### src/rtl/vga_fb_reader_if.sv
// Frame buffer read port and video output bundle of the VGA frame buffer reader.
// The master side is the reader; the slave side is the BRAM plus the downstream RGB stage.
interface vga_fb_reader_if #(
    parameter int ADDR_W = 17
);
    logic [ADDR_W-1:0] fb_addr;
    logic              fb_rd_en;
    logic [11:0]       fb_data;
    logic [11:0]       data;
    logic              nBlank;
    logic              hsync;
    logic              vsync;
    logic              frame_start;

    modport master (
        output fb_addr, fb_rd_en, data, nBlank, hsync, vsync, frame_start,
        input  fb_data
    );

    modport slave (
        input  fb_addr, fb_rd_en, data, nBlank, hsync, vsync, frame_start,
        output fb_data
    );
endinterface

### src/rtl/vga_fb_reader.sv
// VGA raster timing generator that fetches an upscaled frame from BRAM (RGB444) and
// presents pixel data, nBlank, hsync and vsync aligned two pixel ticks after the counters.
module vga_fb_reader #(
    parameter int H_ACTIVE    = 640,
    parameter int H_FP        = 16,
    parameter int H_SYNC      = 96,
    parameter int H_BP        = 48,
    parameter int V_ACTIVE    = 480,
    parameter int V_FP        = 10,
    parameter int V_SYNC      = 2,
    parameter int V_BP        = 33,
    parameter int SCALE_SHIFT = 1,
    parameter int ADDR_W      = 17,
    parameter bit SYNC_POL    = 1'b0
) (
    input  logic            clk,
    input  logic            resetn,
    input  logic            pix_en,
    vga_fb_reader_if.master bus
);
    localparam int H_TOTAL = H_ACTIVE + H_FP + H_SYNC + H_BP;
    localparam int V_TOTAL = V_ACTIVE + V_FP + V_SYNC + V_BP;
    localparam int H_W     = $clog2(H_TOTAL);
    localparam int V_W     = $clog2(V_TOTAL);

    localparam logic [H_W-1:0]    H_ZERO    = H_W'(0);
    localparam logic [H_W-1:0]    H_ONE     = H_W'(1);
    localparam logic [H_W-1:0]    H_LAST    = H_W'(H_TOTAL - 1);
    localparam logic [H_W-1:0]    H_ACT     = H_W'(H_ACTIVE);
    localparam logic [H_W-1:0]    HS_BEG    = H_W'(H_ACTIVE + H_FP);
    localparam logic [H_W-1:0]    HS_END    = H_W'(H_ACTIVE + H_FP + H_SYNC - 1);
    localparam logic [V_W-1:0]    V_ZERO    = V_W'(0);
    localparam logic [V_W-1:0]    V_ONE     = V_W'(1);
    localparam logic [V_W-1:0]    V_LAST    = V_W'(V_TOTAL - 1);
    localparam logic [V_W-1:0]    V_ACT     = V_W'(V_ACTIVE);
    localparam logic [V_W-1:0]    VS_BEG    = V_W'(V_ACTIVE + V_FP);
    localparam logic [V_W-1:0]    VS_END    = V_W'(V_ACTIVE + V_FP + V_SYNC - 1);
    // Low row bits all ones marks the last display line sharing a stored line (always true at 1:1).
    localparam logic [V_W-1:0]    V_MASK    = V_W'((1 << SCALE_SHIFT) - 1);
    localparam logic [ADDR_W-1:0] A_ZERO    = ADDR_W'(0);
    localparam logic [ADDR_W-1:0] LINE_STEP = ADDR_W'(H_ACTIVE >> SCALE_SHIFT);

    logic [H_W-1:0]    h_r;
    logic [V_W-1:0]    v_r;
    logic [ADDR_W-1:0] line_base_r;

    logic              active_s;
    logic              hs_s;
    logic              vs_s;
    logic              origin_s;
    logic [ADDR_W-1:0] addr_s;

    logic              b_active_r;
    logic              b_hs_r;
    logic              b_vs_r;
    logic              b_origin_r;
    logic [ADDR_W-1:0] fb_addr_r;
    logic              fb_rd_en_r;

    logic [11:0]       data_r;
    logic              nblank_r;
    logic              hsync_r;
    logic              vsync_r;
    logic              frame_start_r;

    // Stage A decode of the current raster position.
    always_comb begin
        active_s = (h_r < H_ACT) && (v_r < V_ACT);
        hs_s     = (h_r >= HS_BEG) && (h_r <= HS_END);
        vs_s     = (v_r >= VS_BEG) && (v_r <= VS_END);
        origin_s = (h_r == H_ZERO) && (v_r == V_ZERO);
        addr_s   = line_base_r + ADDR_W'(h_r >> SCALE_SHIFT);
    end

    // Stage A raster counters and the running base address of the stored line.
    always_ff @(posedge clk or negedge resetn) begin
        if (!resetn) begin
            h_r         <= H_ZERO;
            v_r         <= V_ZERO;
            line_base_r <= A_ZERO;
        end else if (pix_en) begin
            if (h_r == H_LAST) begin
                h_r <= H_ZERO;
                if (v_r == V_LAST) begin
                    v_r         <= V_ZERO;
                    line_base_r <= A_ZERO;
                end else begin
                    v_r <= v_r + V_ONE;
                    if ((v_r < V_ACT) && ((v_r & V_MASK) == V_MASK)) begin
                        line_base_r <= line_base_r + LINE_STEP;
                    end else begin
                        line_base_r <= line_base_r;
                    end
                end
            end else begin
                h_r <= h_r + H_ONE;
            end
        end else begin
            h_r         <= h_r;
            v_r         <= v_r;
            line_base_r <= line_base_r;
        end
    end

    // Stage B launches the BRAM read; the address is held outside the active area.
    always_ff @(posedge clk or negedge resetn) begin
        if (!resetn) begin
            fb_addr_r  <= A_ZERO;
            fb_rd_en_r <= 1'b0;
            b_active_r <= 1'b0;
            b_hs_r     <= 1'b0;
            b_vs_r     <= 1'b0;
            b_origin_r <= 1'b0;
        end else begin
            fb_rd_en_r <= pix_en & active_s;
            if (pix_en) begin
                if (active_s) begin
                    fb_addr_r <= addr_s;
                end else begin
                    fb_addr_r <= fb_addr_r;
                end
                b_active_r <= active_s;
                b_hs_r     <= hs_s;
                b_vs_r     <= vs_s;
                b_origin_r <= origin_s;
            end else begin
                fb_addr_r  <= fb_addr_r;
                b_active_r <= b_active_r;
                b_hs_r     <= b_hs_r;
                b_vs_r     <= b_vs_r;
                b_origin_r <= b_origin_r;
            end
        end
    end

    // Stage C registers the pixel and its sync/blank flags together so they stay aligned.
    always_ff @(posedge clk or negedge resetn) begin
        if (!resetn) begin
            data_r        <= 12'h000;
            nblank_r      <= 1'b0;
            hsync_r       <= ~SYNC_POL;
            vsync_r       <= ~SYNC_POL;
            frame_start_r <= 1'b0;
        end else begin
            frame_start_r <= pix_en & b_origin_r;
            if (pix_en) begin
                data_r   <= b_active_r ? bus.fb_data : 12'h000;
                nblank_r <= b_active_r;
                hsync_r  <= b_hs_r ? SYNC_POL : ~SYNC_POL;
                vsync_r  <= b_vs_r ? SYNC_POL : ~SYNC_POL;
            end else begin
                data_r   <= data_r;
                nblank_r <= nblank_r;
                hsync_r  <= hsync_r;
                vsync_r  <= vsync_r;
            end
        end
    end

    assign bus.fb_addr     = fb_addr_r;
    assign bus.fb_rd_en    = fb_rd_en_r;
    assign bus.data        = data_r;
    assign bus.nBlank      = nblank_r;
    assign bus.hsync       = hsync_r;
    assign bus.vsync       = vsync_r;
    assign bus.frame_start = frame_start_r;
endmodule

### src/flat_wrapper.sv
// flat-port wrapper written by rule: the top's interface ports become plain ports
module vga_fb_reader_flat 
#(
    parameter int H_ACTIVE    = 640,
    parameter int H_FP        = 16,
    parameter int H_SYNC      = 96,
    parameter int H_BP        = 48,
    parameter int V_ACTIVE    = 480,
    parameter int V_FP        = 10,
    parameter int V_SYNC      = 2,
    parameter int V_BP        = 33,
    parameter int SCALE_SHIFT = 1,
    parameter int ADDR_W      = 17,
    parameter bit SYNC_POL    = 1'b0
)
  (clk, resetn, pix_en, bus_fb_addr, bus_fb_rd_en, bus_data, bus_nBlank, bus_hsync, bus_vsync, bus_frame_start, bus_fb_data);
  vga_fb_reader_if #(.ADDR_W(ADDR_W)) bus_i ();
  input  logic clk;
  input  logic resetn;
  input  logic pix_en;
  output wire logic [$bits(bus_i.fb_addr)-1:0] bus_fb_addr;
  output wire logic [$bits(bus_i.fb_rd_en)-1:0] bus_fb_rd_en;
  output wire logic [$bits(bus_i.data)-1:0] bus_data;
  output wire logic [$bits(bus_i.nBlank)-1:0] bus_nBlank;
  output wire logic [$bits(bus_i.hsync)-1:0] bus_hsync;
  output wire logic [$bits(bus_i.vsync)-1:0] bus_vsync;
  output wire logic [$bits(bus_i.frame_start)-1:0] bus_frame_start;
  input wire logic [$bits(bus_i.fb_data)-1:0] bus_fb_data;
  assign bus_fb_addr = bus_i.fb_addr;
  assign bus_fb_rd_en = bus_i.fb_rd_en;
  assign bus_data = bus_i.data;
  assign bus_nBlank = bus_i.nBlank;
  assign bus_hsync = bus_i.hsync;
  assign bus_vsync = bus_i.vsync;
  assign bus_frame_start = bus_i.frame_start;
  assign bus_i.fb_data = bus_fb_data;
  vga_fb_reader #(.H_ACTIVE(H_ACTIVE), .H_FP(H_FP), .H_SYNC(H_SYNC), .H_BP(H_BP), .V_ACTIVE(V_ACTIVE), .V_FP(V_FP), .V_SYNC(V_SYNC), .V_BP(V_BP), .SCALE_SHIFT(SCALE_SHIFT), .ADDR_W(ADDR_W), .SYNC_POL(SYNC_POL)) u_core (.clk(clk), .resetn(resetn), .pix_en(pix_en), .bus(bus_i));
endmodule
### config.mk
export PLATFORM = sky130hd
export DESIGN_NAME = vga_fb_reader_flat
export DESIGN_NICKNAME = d
export VERILOG_FILES = /design/src/rtl/vga_fb_reader_if.sv /design/src/rtl/vga_fb_reader.sv /design/src/flat_wrapper.sv
export SDC_FILE = /design/constraint.sdc
export NUM_CORES = 1
export LEC_CHECK = 0
export CAP_MARGIN = 20
export CORE_ASPECT_RATIO = 1.4
export CORE_MARGIN = 5
export CORE_UTILIZATION = 45
export DETAILED_ROUTE_END_ITERATION = 8
export DONT_BUFFER_PORTS = 1
export SYNTH_ARGS = -nofsm -noshare
export SYNTH_HDL_FRONTEND = slang
export SYNTH_SLANG_ARGS = --single-unit
export TNS_END_PERCENT = 100
### constraint.sdc
create_clock -name clk -period 2.5 [get_ports clk]
set_clock_uncertainty 0.05 [all_clocks]
set_input_delay 0.5 -clock clk [delete_from_list [all_inputs] [get_ports clk]]
set_output_delay 0.5 -clock clk [all_outputs]
set_load 0.03 [all_outputs]
==> results.md, run 1 <==
- Top cell type's share of synthesized area: 50.2%
- Final HPWL DP: 4710 um
- Boundary pin count: 49
- Buf/Inv on CP: 0
- Count of standard-cell rows: 37
- Number of synthesized flops with an enable pin: 0
- CP cell instances: or4b_4 > or3_1 > nor3_2 > mux2_2
- Commonest non-fill, non-tap cells in the layout: 67 x dfrtp_1, 43 x o21ai_0, 30 x nand2_1
- First-pass GRT wire length: 11,700 um
- Sink Count: 69
- M1 GR Usage: 18.7%
- Initial Util: 45.7%
- P_sw: 0.746 mW
- CTS root buffer: clkbuf_8
- Syn. warnings: 0
- Max transition margin: 57.9%
- GRT busiest layer: met2
- Nets: 360
- CP Launch Type: register
- Synth cell types: 45
- Port Buf Inserts: 0
- Die extent in x: 82.8 um
- Worst EP required: 2680 ps
- Crit-path max cell delay: 570 ps
- Netlist Area Pre-Place: 0.00334 mm2
- DRC Markers: 0
- Hold_ws: 176 ps
- Area Overhead vs Synth: 11.5%
- Post-CTS Setup Inserts: 0
- Clock group share of total power: 38.3%
- Int Power: 1.93 mW
- Synth Area per Inst: 10.1 um2
- CP max FO: 9
- Area occupied by registers: 0.00173 mm2
- Aggregate negative setup slack: 0 ps
- Area leader, netlist: dfrtp_1
- Hold Path Class: input pin to register
- Antenna violations before repair: 0
- Vias in the first global route: 2,362
- P per Cell Area: 718 mW/mm2
- Sw Ratio: 27.9%
- Leak pwr: 1.63 nW
- DR WL/cell: 15.7 um
- Area contributors post-synth: dfrtp_1 50%, o21ai_0 6.4%, mux2_2 4.0%, nand3_1 3.7%, xnor2_1 3.4%
- Synthesized net count: 354
- Slowest library cell on the worst path: or4b_4
- Worst skew pair latency: 350 ps
- Fill cells: 691
- Logic pwr share: 8.1%
- Clock transition at path regs: 80 ps
- Resize count post-CTS: 0
- CP delay by family, top: simple AND/OR/NAND/NOR gates
- Design Area, Final: 0.00373 mm2
- Total CTS buffers: 9
- Final Hold Fails: 0
- Max_cap viols: 0
- Final Worst Setup Slack: 173 ps
- Diodes inserted: 0
- Top FF cell, synth: dfrtp_1
- Pre-CTS WS: 199 ps
- GPL Wtd Cong: 0.815
- Post-Place Cell Area: 0.00346 mm2
- Grt ovf: 0
- CTS tree: built
- CTS max path bufs: 2
- Die ar.: 0.00927 mm2
- Iteration-0 DRC Markers: 130
- DRT antenna net count: 0
- CP Capture Type: register
- Share of cells above drive strength 1: 13.8%
- H-tree depth: 3
- Final Critical Period: 2330 ps
- Seq/Total Area, Yosys: 51.7%
- Register-to-Register Setup Slack: 170 ps
- FF+latch count, synth: 69
- Tightest Pin Transition: 630 ps
- Final setup violation count: 0
- Sequential power share: 53.6%
- Synth Instances: 330
- Pin count of the biggest net entering global routing: 70
- Core Box Area: 0.00731 mm2
- Critical path class: register to register
- Vias: 2,367
- Max-slew violations: 0
- Final Cycle Share: 93.1%
- Total track usage: 15.7%
- Multi-input gate area: 0.00145 mm2
- Max Freq: 0.430 GHz
- Die Y: 112 um
- WP data arrival: 2510 ps
- GRT met2 Usage: 26.2%
- Commonest non-fill, non-tap cell in the layout: dfrtp_1
- Async S/R FF share, synth: 100%
- Status: complete, no violations
- Drt pass-1 iters: 4
- Peak VDD IR: 0.000296 V
- Met3 track demand over resource: 4.07%
- Via density: 5.40
- Routed WL: 6890 um
- RSZ-0062 raised after global routing: no
==> cells in the mapped netlist (all sizes together) (3+ instances only) <==
cell	count
dfrtp	67
o21ai	43
nand2	30
nand3	26
inv	22
xnor2	13
mux2	12
clkbuf	11
nor2	11
nor3	10
ha	9
buf	7
xor2	7
nand4	5
o31ai	5
o41ai	5
a21oi	4
a31oi	4
and4	4
nor4	4
nor2b	3
==> worst reg2reg max path, stage by stage (launching register included) <==
cell	delay, ps
dfrtp_1	440
or4b_4	570
or3_1	560
nor3_2	240
mux2_2	350
==> per-stage QoR <==
stage / util, % / std cells / power [mW]
after detailed placement: 47.4 / 420 / 1.65
after CTS: 51.0 / 438 / 2.71
after global routing: 51.0 / 438 / 2.80
final: 51.0 / 438 / 2.68
after global placement: 47.4 / 420 / 1.64
after floorplan: - / 330 / 1.59
==> state kept, by name, summed over array words and instances, names as in the netlist, 10 cells and up <==
signal	count
u_core.bus.fb_addr	17
u_core.bus.data	12
u_core.line_base_r	11
u_core.h_r	10
u_core.v_r	10
==> layer usage <==
| layer | up-vias | share of wire, % | wire (um) |
|---|---|---|---|
| met2 | 45 | 51 | 3480 |
| met5 | - | 0 | 0 |
| li1 | 1175 | - | - |
| met3 | 10 | 4.2 | 286 |
| met4 | 0 | 1.8 | 127 |
| met1 | 1137 | 43 | 3000 |
==> final cells by class <==
| cell class | instances | share of cell area [%] |
|---|---|---|
| Sequential cell | 69 | 46.4 |
| Clock inverter | 4 | 1.88 |
| Timing Repair Buffer | 13 | 3.22 |
| Inverter | 22 | 2.22 |
| Multi-Input combinational cell | 221 | 38.9 |
| Clock buffer | 12 | 4.16 |
| Tap cell | 97 | 3.26 |
==> final timing paths <==
path | start | end | cells past startpoint
min in group asynchronous | resetn | u_core.bus.fb_addr[6] | 2
worst min register to register | u_core.b_hs_r | u_core.bus.hsync | 1
worst max register to register | u_core.h_r[6] | u_core.v_r[6] | 4
max in group asynchronous | resetn | u_core.bus.vsync | 2
worst min-delay path | pix_en | u_core.bus.hsync | 1
worst max-delay path | u_core.h_r[6] | u_core.v_r[6] | 4
==> power groups by stage <==
stage	Combinational, mW	Clock (mW)	Sequential, mW
after floorplan	0.172	0	1.41
after global placement	0.185	0	1.45
after detailed placement	0.188	0	1.46
after CTS	0.219	1.05	1.44
after global routing	0.247	1.10	1.45
final	0.216	1.03	1.44
==> kinds of logic (layout without fill, tap and decap cells) <==
logic type	Yosys count	count (layout)	synth area share [%]
and+or+nand+nor	109	109	18.0
adders and majority gates	9	9	3.37
AOI/OAI and AO/OA	69	69	12.1
DFF	69	69	51.7
xor gates and xnor gates	20	20	5.24
buffers and inverters	40	51	4.90
muxes	14	14	4.64
==> what timing repair did <==
| item | 4_1_cts | 5_1_grt |
|---|---|---|
| hold endpoints to repair | 69 | 0 |
| setup endpoints to repair | 0 | 0 |
| hold buffers | 2 | 0 |
(Power assumes the default switching activity.)
==> run 2: changes to the inputs <==
- CORE_MARGIN: 5 -> 10
- CORE_UTILIZATION: 45 -> 35
==> run 2 against run 1 <==
The flow now finishes with violations (hold timing). Design area increased by 1.5%. Maximum frequency increased by 0.39%. Utilization decreased by 11 points. Register-to-register slack about the same. Highest routed layer unchanged.
==> results.md, run 2 (synthesis gave the netlist of run 1 again) <==
- Status: complete, but fails checks
- Failing checks: hold timing
- Peak VDD IR: 0.000339 V (+15%)
- Logic pwr share: 7.2% (-0.9 points)
- Max-slew violations: 0 (unchanged)
- Hold_ws: -12.2 ps (-188 ps)
- Critical path class: register to register
- Max transition margin: 61.7% (+3.8 points)
- DRT antenna net count: 0 (unchanged)
- Crit-path max cell delay: 570 ps (about the same)
- Die ar.: 0.0139 mm2 (+50%)
- Hold Path Class: input pin to asynchronous set/reset pin
- Int Power: 2.08 mW (+7.6%)
- Sequential power share: 50.6% (-3.0 points)
- Core Box Area: 0.00941 mm2 (+29%)
- Hold Buf Count CTS: 1 (-1)
- Diodes inserted: 0 (unchanged)
- Boundary pin count: 49 (unchanged)
- CTS max path bufs: 2 (unchanged)
- Routed WL: 7190 um (+4.3%)
- Non-Filler Instances: 448 (+2.3%)
- Die extent in x: 103 um (+24%)
- WP data arrival: 2480 ps (-30 ps)
- Sw Ratio: 27.2% (-0.65 points)
- Final setup violation count: 0 (unchanged)
- Iteration-0 DRC Markers: 180 (+38%)
- CP max FO: 9 (unchanged)
- Worst skew pair latency: 330 ps (-20 ps)
- Vias in the first global route: 2,340 (-0.93%)
- P per Cell Area: 755 mW/mm2 (+5.1%)
- Grt ovf: 0 (unchanged)
- Sink Count: 69 (unchanged)
- Antenna violations before repair: 0 (unchanged)
- Max Freq: 0.431 GHz (+0.39%)
- Post-Place Cell Area: 0.00347 mm2 (+0.25%)
- Nets: 358 (-0.56%)
- GPL Wtd Cong: 0.865 (+6.1%)
- Final HPWL DP: 5110 um (+8.4%)
- DRC Markers: 0 (unchanged)
- Pre-CTS WS: 192 ps (-7.03 ps)
- Vias: 2,428 (+2.6%)
- CP Capture Type: register
- Tightest Pin Transition: 570 ps (-59.8 ps)
- Total CTS buffers: 9 (unchanged)
- Aggregate negative setup slack: 0 ps (unchanged)
- DR WL/cell: 16.0 um (+2.0%)
- Max FFs per register: 17 (unchanged)
- Cells after DPL: 432 (+2.9%)
- Final Cycle Share: 92.7% (-0.36 points)
- Commonest non-fill, non-tap cell in the layout: dfrtp_1
- Worst EP required: 2660 ps (-20 ps)
- Port Buf Inserts: 0 (unchanged)
- Final Hold Fails: 8 (+8)
- H-tree depth: 3 (unchanged)
- Share of cells above drive strength 1: 13.3% (-0.47 points)
- Slowest library cell on the worst path: or4b_4
- Pin count of the biggest net entering global routing: 70 (unchanged)
- Clock transition at path regs: 50 ps (-30 ps)
- First-pass GRT wire length: 11,800 um (+1.0%)
- Total track usage: 10.6% (-5.1 points)
- CTS tree: built
- CP Launch Type: register
- Final Worst Setup Slack: 182 ps (+9.01 ps)
- Final Critical Period: 2320 ps (-9.01 ps)
- RSZ-0062 raised after global routing: no
- Post-CTS Setup Inserts: 0 (unchanged)
- Max_cap viols: 0 (unchanged)
- CP cell instances: or4b_4 > or3_1 > nor3_2 > mux2_2
- Resize count post-CTS: 0 (unchanged)
- Initial Util: 35.5% (-10 points)
- CTS root buffer: clkbuf_16
- Drt pass-1 iters: 4 (unchanged)
- Commonest non-fill, non-tap cells in the layout: 67 x dfrtp_1, 43 x o21ai_0, 30 x nand2_1
- P_sw: 0.777 mW (+4.1%)
- Die Y: 136 um (+21%)
- Area Overhead vs Synth: 13.2%
- Design Area, Final: 0.00378 mm2 (+1.5%)
- Via density: 5.42 (+0.29%)
- Clock group share of total power: 42.2% (+3.9 points)
- Count of standard-cell rows: 42 (+14%)
- Leak pwr: 1.64 nW (+0.66%)
## run 2: changes by cell type in the layout (fill, tap and decap cells not counted), sizes merged
| cell | previous run | this run |
|---|---|---|
| bufinv | 2 | 1 |
| clkinv | 2 | 3 |
| clkinvlp | 0 | 1 |
| clkbuf | 12 | 10 |
| buf | 12 | 11 |
| dlygate4sd3 | 1 | 0 |
## run 2: cell type report
| class | instances | area [um2] |
|---|---|---|
| inverter | 22 | 82.6 |
| clock buffer | 10 | 229 |
| sequential | 69 | 1730 |
| multi-input combinational | 221 | 1450 |
| clock inverter | 5 | 52.6 |
| fill | 882 | 5620 |
| tap | 110 | 138 |
| timing repair buffer | 11 | 103 |
## run 2: layer usage
| metal | wire [um] | global-route usage (%) | vias up |
|---|---|---|---|
| met3 | 363 | 3.32 | 13 |
| met2 | 3670 | 17.0 | 54 |
| met1 | 2950 | 12.4 | 1190 |
| met5 | 0 | 0 | - |
| met4 | 201 | 5.35 | 0 |
| li1 | - | - | 1171 |
## run 2: stage by stage
| step | util (%) | total power [mW] |
|---|---|---|
| finish | 40.2 | 2.85 |
| global route | 40.2 | 2.99 |
| CTS | 40.2 | 2.89 |
| floorplan | - | 1.59 |
| detailed placement | 36.9 | 1.65 |
| global placement | 36.9 | 1.64 |
## run 2: power groups by stage
stage	Combinational, mW	Clock [mW]	Sequential (mW)
2_1_floorplan	0.172	0	1.41
3_3_place_gp	0.178	0	1.46
3_5_place_dp	0.181	0	1.46
4_1_cts	0.211	1.24	1.44
5_1_grt	0.236	1.29	1.46
6_report	0.206	1.20	1.44
## run 2: path summary, 6_finish.rpt
| kind | startpoint | cells past startpoint | end | slack (ps) |
|---|---|---|---|---|
| worst max-delay path | u_core.h_r[6] | 4 | u_core.v_r[6] | 180 |
| worst min-delay path | resetn | 1 | u_core.bus.fb_addr[13] | -10 |
| worst max register to register | u_core.h_r[6] | 4 | u_core.v_r[6] | 180 |
| worst min register to register | u_core.b_hs_r | 1 | u_core.bus.hsync | 380 |
| max in group asynchronous | resetn | 1 | u_core.bus.vsync | 2070 |
| min in group clk | pix_en | 1 | u_core.bus.hsync | 200 |
## run 2: critical path: cells and delay by family (launching register included)
family | cells | cell delay [ps]
and+or+nand+nor | 3 | 1370
DFF | 1 | 440
muxes | 1 | 340
==> run 3: changes to the inputs <==
- CORE_MARGIN: 10 -> default
- GPL_TIMING_DRIVEN: default -> 0
- TNS_END_PERCENT: 100 -> default
==> run 3 against run 2 <==
The flow finishes with violations (DRC). Cell count increased by 2.2%. Utilization up 1.8 points. Via count rose by 2.0%. Sequential power hardly changed. Register-to-register slack got worse by 40 ps. First-iteration DRC count shrank 36%. Sequential share of layout area is 0.60 points lower. Non-clock buffer count grew 12. Setup slack got worse by 45 ps. Critical path depth up 4. Die area down 28%. Largest power group unchanged.
==> results.md, run 3 (synthesis gave the netlist of run 1 again) <==
- DR WL/cell: 15.7 um (-2.1%)
- Register-to-Register Setup Slack: 140 ps (-40 ps)
- Final setup violation count: 0 (unchanged)
- Critical R2R Launch: u_core.v_r[0]
- Max FFs per register: 17 (unchanged)
- DRT antenna net count: 0 (unchanged)
- Area Overhead vs Synth: 14.7%
- CP delay by family, top: simple AND/OR/NAND/NOR gates
- Iteration-0 DRC Markers: 115 (-36%)
- Core Box Area: 0.00913 mm2 (-2.9%)
- Crit-path max cell delay: 500 ps (-70 ps)
- Tightest Pin Transition: 661 ps (+91.1 ps)
- Nets: 370 (+3.4%)
- First-pass GRT wire length: 12,300 um (+4.5%)
- RSZ-0062 raised after global routing: no
- H-tree depth: 3 (unchanged)
- CP Launch Point: u_core.v_r[0]
- Share of cells above drive strength 1: 12.5% (-0.78 points)
- DRC Markers: 3 (+3)
- Via density: 5.41 (-0.25%)
- Boundary pin count: 49 (unchanged)
- Antenna violations before repair: 0 (unchanged)
- Logic pwr share: 8.1% (+0.9 points)
- Commonest non-fill, non-tap cell in the layout: dfrtp_1
- Pin count of the biggest net entering global routing: 70 (unchanged)
- P_sw: 0.793 mW (+2.0%)
- Buf/Inv on CP: 2 (+2)
- Port Buf Inserts: 0 (unchanged)
- Area occupied by registers: 0.00173 mm2 (unchanged)
- Count of standard-cell rows: 41 (-2.4%)
- Multi-input gate area: 0.00145 mm2 (unchanged)
- Peak VDD IR: 0.000332 V (-2.3%)
- Final Util: 42.0% (+1.8 points)
- CP Launch Type: register
- Final Cycle Share: 94.5% (+1.8 points)
- Worst skew pair latency: 330 ps (about the same)
- CTS tree: built
- CTS root buffer: clkbuf_16
- Status: complete, but fails checks
- Hold Path Class: input pin to register
- Max transition margin: 55.9% (-5.8 points)
- Max_cap viols: 0 (unchanged)
- Final Critical Period: 2360 ps (+44.8 ps)
- Final HPWL DP: 4990 um (-2.3%)
- Sw Ratio: 27.3% (+0.057 points)
- WP data arrival: 2520 ps (+40 ps)
- Sink Count: 69 (unchanged)
- Routed WL: 7190 um (+0.11%)
- Die extent in x: 84.6 um (-18%)
- Hold path start: bus_fb_data[2]
- Final Hold Fails: 0 (-8)
- CP cell instances: inv_1 > ha_1 > or4b_1 > nor4_4 > clkbuf_4 > nand2_1 > o311ai_1 > o41ai_1
- Failing checks: DRC
- GPL Wtd Cong: 0.817 (-5.5%)
- Diodes inserted: 0 (unchanged)
- Design Area, Final: 0.00383 mm2 (+1.3%)
- Sequential power share: 49.1% (-1.5 points)
- Total CTS buffers: 9 (unchanged)
- Post-Place Cell Area: 0.00348 mm2 (about the same)
- Max-slew violations: 0 (unchanged)
- Drt pass-1 iters: 8 (+4)
- Vias: 2,476 (+2.0%)
- Grt ovf: 0 (unchanged)
- CP max FO: 10 (+1)
- Int Power: 2.11 mW (+1.7%)
- Leak pwr: 1.66 nW (+0.97%)
- Clock group share of total power: 42.8% (+0.6 points)
- Initial Util: 36.6% (+1.1 points)
- Critical path class: register to register
- CP Capture Type: register
- CTS max path bufs: 2 (unchanged)
- Die Y: 118 um (-13%)
- Max Freq: 0.423 GHz (-1.9%)
- Worst EP required: 2650 ps (about the same)
- Die ar.: 0.00995 mm2 (-28%)
- Clock transition at path regs: 60 ps (about the same)
- Slowest library cell on the worst path: or4b_1
- P per Cell Area: 758 mW/mm2 (+0.48%)
- Commonest non-fill, non-tap cells in the layout: 67 x dfrtp_1, 43 x o21ai_0, 30 x nand2_1
- Vias in the first global route: 2,534 (+8.3%)
- Total track usage: 15.9% (+5.3 points)
- Fill cells: 866 (-1.8%)
## run 3: per-layer routing
metal	GRT usage (%)	up-vias	part of all wire, %	routed length, um
li1	-	1201	-	-
met1	19.0	1226	43	3080
met3	4.14	14	2.8	202
met4	8.79	0	2.8	199
met5	0	-	0	0
met2	26.0	35	52	3710
## run 3: power groups by stage
stage,clock [mW],sequential (mW),combinational [mW]
floorplan,0,1.41,0.172
global placement,0,1.44,0.202
detailed placement,0,1.45,0.209
CTS,1.29,1.43,0.241
global route,1.33,1.44,0.271
finish,1.25,1.43,0.235
## run 3: repair_timing
item / 4_1_cts / 5_1_grt
endpoints found under the setup margin: 1 / 10
hold buffers: 2 / 0
gates resized for setup: 0 / 2
pin swaps: 1 / 1
buffers inserted: 0 / 3
hold endpoints to repair: 69 / 0
cloned: 0 / 0
## run 3: per-stage QoR
step | TNS [ps] | instances | setup WS [ps] | hold slack (ps) | power [mW]
floorplan | 0 | 330 | 344 | 154 | 1.59
global placement | -19.1 | 437 | -19.1 | 156 | 1.65
detailed placement | -17.8 | 437 | -17.8 | 156 | 1.66
CTS | 0 | 455 | 41.0 | 256 | 2.96
global route | 0 | 458 | 12.9 | 270 | 3.04
finish | 0 | 458 | 138 | 272 | 2.91
## run 3: final timing paths
| check | end | cells after the start |
|---|---|---|
| max reg2reg | u_core.line_base_r[9] | 8 |
| min in group asynchronous | u_core.bus.fb_addr[15] | 2 |
| max | u_core.line_base_r[9] | 8 |
| min reg2reg | u_core.bus.hsync | 1 |
| min | u_core.bus.data[2] | 2 |
| max in group asynchronous | u_core.bus.hsync | 2 |
## run 3: final cells by class
cell class	count	area share [%]
multi-input combinational	221	37.8
clock buffer	12	6.43
timing repair buffer	5	1.57
sequential	69	45.1
tap	107	3.49
clock inverter	4	1.24
inverter	22	2.15
buffer	18	2.19
